## src/rtl/se_arbiter.sv

```systemverilog
// Round-robin arbiter sharing one MAC search engine among NREQ frame processors.
// A grant lasts for a whole session (request held high); a watchdog naks hung lookups.
module se_arbiter #(
  parameter int NREQ    = 4,
  parameter int IW      = $clog2(NREQ),
  parameter int TIMEOUT = 255
) (
  input  logic               clk,
  input  logic               rstn,
  input  logic [NREQ-1:0]    m_se_req,
  input  logic [NREQ-1:0]    m_se_source,
  input  logic [48*NREQ-1:0] m_se_mac,
  input  logic [10*NREQ-1:0] m_se_hash,
  output logic [NREQ-1:0]    m_se_ack,
  output logic [NREQ-1:0]    m_se_nak,
  output logic [15:0]        m_se_result,
  output logic               se_req,
  output logic               se_source,
  output logic [47:0]        se_mac,
  output logic [9:0]         se_hash,
  input  logic               se_ack,
  input  logic               se_nak,
  input  logic [15:0]        se_result,
  output logic               busy,
  output logic [IW-1:0]      grant_id,
  output logic               timeout_err,
  input  logic               err_clr
);

  typedef enum logic {S_IDLE = 1'b0, S_BUSY = 1'b1} state_e;

  state_e        state_q, state_d;
  logic [IW-1:0] grant_q, grant_d;
  logic [IW-1:0] ptr_q, ptr_d;
  logic [15:0]   wd_cnt_q, wd_cnt_d;
  logic          timeout_err_q, timeout_err_d;

  logic [47:0]   mac_a  [NREQ];
  logic [9:0]    hash_a [NREQ];
  logic          pick_vld;
  logic [IW-1:0] pick;
  logic [IW:0]   cand;
  logic [IW-1:0] grant_nxt;
  logic          req_sel;
  logic          wd_fire;

  for (genvar i = 0; i < NREQ; i++) begin : g_unpack
    assign mac_a[i]  = m_se_mac[48*i +: 48];
    assign hash_a[i] = m_se_hash[10*i +: 10];
  end

  // First asserted requester at or after ptr, wrapping modulo NREQ.
  always_comb begin
    pick_vld = 1'b0;
    pick     = '0;
    cand     = '0;
    for (int k = 0; k < NREQ; k++) begin
      cand = {1'b0, ptr_q} + (IW+1)'(k);
      if (cand >= (IW+1)'(NREQ)) cand = cand - (IW+1)'(NREQ);
      if (!pick_vld && m_se_req[cand[IW-1:0]]) begin
        pick_vld = 1'b1;
        pick     = cand[IW-1:0];
      end
    end
  end

  assign grant_nxt = (grant_q == IW'(NREQ-1)) ? '0 : grant_q + 1'b1;
  assign req_sel   = m_se_req[grant_q];
  assign wd_fire   = (state_q == S_BUSY) && req_sel && !se_ack && !se_nak &&
                     (wd_cnt_q == 16'(TIMEOUT-1));

  always_ff @(posedge clk) begin
    if (!rstn) begin
      state_q       <= S_IDLE;
      grant_q       <= '0;
      ptr_q         <= '0;
      wd_cnt_q      <= '0;
      timeout_err_q <= 1'b0;
    end else begin
      state_q       <= state_d;
      grant_q       <= grant_d;
      ptr_q         <= ptr_d;
      wd_cnt_q      <= wd_cnt_d;
      timeout_err_q <= timeout_err_d;
    end
  end

  always_comb begin
    state_d       = state_q;
    grant_d       = grant_q;
    ptr_d         = ptr_q;
    wd_cnt_d      = '0;
    timeout_err_d = timeout_err_q;
    case (state_q)
      S_IDLE: if (pick_vld) begin
        state_d = S_BUSY;
        grant_d = pick;
      end
      S_BUSY: if (!req_sel) begin
        state_d = S_IDLE;
        ptr_d   = grant_nxt;
      end
      default: state_d = S_IDLE;
    endcase
    if (state_q == S_BUSY && req_sel && !se_ack && !se_nak && !wd_fire)
      wd_cnt_d = wd_cnt_q + 16'd1;
    // Expiry wins over a simultaneous clear.
    if (wd_fire)      timeout_err_d = 1'b1;
    else if (err_clr) timeout_err_d = 1'b0;
  end

  always_comb begin
    se_req    = 1'b0;
    se_source = 1'b0;
    se_mac    = '0;
    se_hash   = '0;
    m_se_ack  = '0;
    m_se_nak  = '0;
    if (state_q == S_BUSY) begin
      se_req             = req_sel;
      se_source          = m_se_source[grant_q];
      se_mac             = mac_a[grant_q];
      se_hash            = hash_a[grant_q];
      m_se_ack[grant_q]  = se_ack;
      m_se_nak[grant_q]  = se_nak | wd_fire;
    end
  end

  assign m_se_result = se_result;
  assign busy        = (state_q == S_BUSY);
  assign grant_id    = busy ? grant_q : '0;
  assign timeout_err = timeout_err_q;

endmodule
```

## config.mk

```make
export PLATFORM = sky130hd
export DESIGN_NAME = se_arbiter
export DESIGN_NICKNAME = d
export VERILOG_FILES = /design/src/rtl/se_arbiter.sv
export SDC_FILE = /design/constraint.sdc
export NUM_CORES = 1
export LEC_CHECK = 0
export ABC_AREA = 1
export CAP_MARGIN = 15
export CORE_AREA = 2 2 134 136
export DETAILED_ROUTE_END_ITERATION = 8
export DIE_AREA = 0 0 136 138
export HOLD_SLACK_MARGIN = 0.1
export PLACE_DENSITY = 0.66
export SYNTH_ARGS = -nofsm -noshare
export SYNTH_HDL_FRONTEND = slang
export SYNTH_SLANG_ARGS = --single-unit
```

## constraint.sdc

```tcl
create_clock -name clk -period 2.21 [get_ports clk]
set_clock_uncertainty 0.15 [all_clocks]
set_input_delay 0.3315 -clock clk [delete_from_list [all_inputs] [get_ports clk]]
set_output_delay 0.3315 -clock clk [all_outputs]
set_load 0.005 [all_outputs]
```

==> impl_results.md <==
- Synth Warn #: 0
- Post-synth top flop: dfxtp_1
- Final Hold Violating Endpoints: 0
- Post-route insts no fill: roughly 1300
- Crit Path Max Fanout: 19
- H-tree levels: 1
- Initial drt markers: approximately 250
- Final setup violating endpoints: 9
- Setup CP Type: reg2out
- Via density: 4.466
- Die width: roughly 140 µm
- Antenna violations before repair: 2
- Cells after DPL: around 1200
- GRT Overall Usage: 18.83%
- Syn-to-layout area delta: 110.7%
- Core box area: 0.01753 mm²
- Height of the die: around 140 µm
- Avg Cell Area, Syn: between 5 and 6 µm²
- Maximum vdd drop: slightly below 0.5 mV
- Tightest Hold Check Type: reg2reg
- Sinks on Clock Net: 22
- CTS tree: done
- Starting utilization of the core area: 20.02%
- Critical Path Sink Type: output pin
- Static Leak: about 3.3 nW
- Vias in the first global route: 5174
- I/O pins: about 350
- Number of max-cap violations: 0
- Required @ worst endpoint: between 1.5 and 2 ns
- Fmax: roughly 0.42 GHz
- WP data arrival: approximately 1.9 ns
- Power density over the cells: 840.0 mW/mm²
- Slew margin rel.: about three quarters
- Pins Over Slew Limit: 0
- Clock tree buffer depth: 2
- Clk root buf: clkbuf_16
- Wire per inst: 15.87 µm
- Total Nets Final: ~1300
- Layout cells sized above 1: 13.76%
- Skew-Pair Late Insertion Delay: approximately 0.26 ns
- PortBufs: ~320
- RR Startpoint: ptr_q[0]
- Post-Syn Instances: approximately 700
- Mapped Area: ~0.0035 mm²
- Syn nets: just under 1000
- Failing checks: negative setup slack
- Post-synthesis register bit count: 22
- Top cell type's share of synthesized area: 28.24%
- DRC errors left: 0
- RSZ-0062 raised after global routing: yes
- CP startpoint kind: flop
- Post-synthesis sequential area ratio: between 10% and 20%
- CTS Buf Count: 3
- Grt total ovfl: 0
- Final core area utilization: a little over two fifths
- Routability congestion estimate: 0.8950
- Row cnt: 49
- Fin Hold WS: roughly 0.33 ns
- HPWL after DPL: around 15 mm
- Largest net degree at the start of global routing: 39
- Die area: ~0.019 mm²
- Drt total wl: 19.92 mm
- First-pass GRT wire length: between 20 and 30 mm
- Cell taking the most area after synthesis: nor2_1
- Hold Startpoint: timeout_err
- ANT nets after route: 0
- Clk slew on worst S/H paths: ~0.060 ns
- Worst slew pin tran: 0.3614 ns
- Status: finished, violations left
- Period Utilization, post-route: 107.0%
- Setup ws final: -0.1538 ns
- Crit path time final: between 2 and 2.5 ns
- Total power: roughly 0.0062 W
- # hold bufs at CTS: 0
- Worst setup path startpoint: grant_q[0]
- Vias: between 5000 and 6000
- Top cells by area, synth: nor2_1 (28%), o21ai_0 (17%), dfxtp_1 (13%)
- Router iterations before antenna repair: 4
- FFs w/ async S/R, synth: 0%
- Count of cell types in the netlist: 28
- EDFF count, synth: 0
==> flip-flops by register name (all words and copies together), names as in the netlist <==
name / count
timeout_err: 1
ptr_q: 2
grant_q: 2
busy: 1
wd_cnt_q: 16
==> layer usage <==
layer	track usage, %	up-vias	part of all wire, %
met1	23.86	2495	42
met3	3.740	23	7.7
li1	-	2891	-
met4	4.221	2	1.7
met2	32.69	194	48
met5	0	-	0.065
==> cell families (layout without fill, tap and decap cells) <==
group	count (synthesis)	count (layout)	share of synthesized area [%]
other	0	1	0
adder cells (fa/ha/maj)	6	6	2.139
XOR/XNOR	9	9	2.246
AO/OA/AOI/OAI	195	195	27.84
AND/OR/NAND/NOR	367	367	42.07
flip-flops	22	22	12.55
buffers and inverters	96	426	13.16
==> cells in the final DEF, fill, tap and decap left out, types with 3 or more instances in the layout <==
cell / n
a21oi_1: 67
a21oi_2: 5
buf_12: 9
buf_2: 7
buf_4: 55
buf_6: 5
clkbuf_16: 8
clkbuf_2: 27
clkdlybuf4s50_1: 252
dfxtp_1: 19
dlygate4sd2_1: 18
dlymetal6s2s_1: 10
ha_1: 6
inv_1: 26
inv_2: 4
nand2_1: 69
nand3_1: 17
nor2_1: 262
nor2_2: 7
nor3_1: 3
o21ai_0: 111
o21ai_1: 10
xor2_1: 7
==> metrics by stage <==
| step | setup WS (ns) | TNS (ns) | instance area, µm² |
|---|---|---|---|
| floorplan | 0.4359 | 0 | 3510 |
| global placement | -0.2976 | -2.437 | 7162 |
| detailed placement | -0.3636 | -2.472 | 7162 |
| CTS | -0.2311 | -2.340 | 7295 |
| global route | -0.2161 | -2.525 | 7395 |
| finish | -0.1538 | -0.5455 | 7395 |
==> cells in the mapped netlist, types with 3 or more instances <==
master,n
nor2_1,264
o21ai_0,121
a21oi_1,72
nand2_1,70
inv_1,27
clkbuf_1,24
dfxtp_1,22
nand3_1,17
buf_4,16
buf_2,13
buf_1,9
xor2_1,7
ha_1,6
nor2_2,5
nor3_1,4
buf_6,3
==> final timing paths <==
check	end	slack [ns]	cells after the start
setup / recovery	se_mac[25]	-0.15	6
hold / removal	timeout_err	0.33	2
setup reg to reg	grant_q[0]	0.37	11
hold reg to reg	timeout_err	0.33	2
==> power by group <==
group	leakage, nW	total [W]	switching (W)	internal [W]
combinational	3.08	0.00523	0.00271	0.00252
clock	0.0493	0.000469	0.000154	0.000314
sequential	0.180	0.000516	0.0000717	0.000444
total	3.31	0.00621	0.00293	0.00328
==> critical path, stage by stage, from the launching register on <==
cell and delay [ns]:
dfxtp_4 0.38, inv_6 0.13, buf_12 0.17, buf_4 0.16, o21ai_0 0.10, a21oi_1 0.15, clkdlybuf4s50_1 0.52
==> timing repair <==
| action | 4_1_cts | 5_1_grt |
|---|---|---|
| endpoints found under the setup margin | 69 | 54 |
| pin swaps | 4 | 18 |
| resized for setup | 82 | 88 |
| cloned | 1 | 5 |
| buffers inserted | 5 | 7 |
==> cell type report <==
type / count / area, µm²
fillers: 1876 / 10140
well taps: 229 / 286.5
diodes: 1 / 2.502
repair buffers: 391 / 3792
multi-input cells: 577 / 2643
flip-flops and latches: 22 / 449.2
clock buffers: 4 / 100.1
inverters: 31 / 121.4
Note: power is estimated with default switching activity, not from simulation.
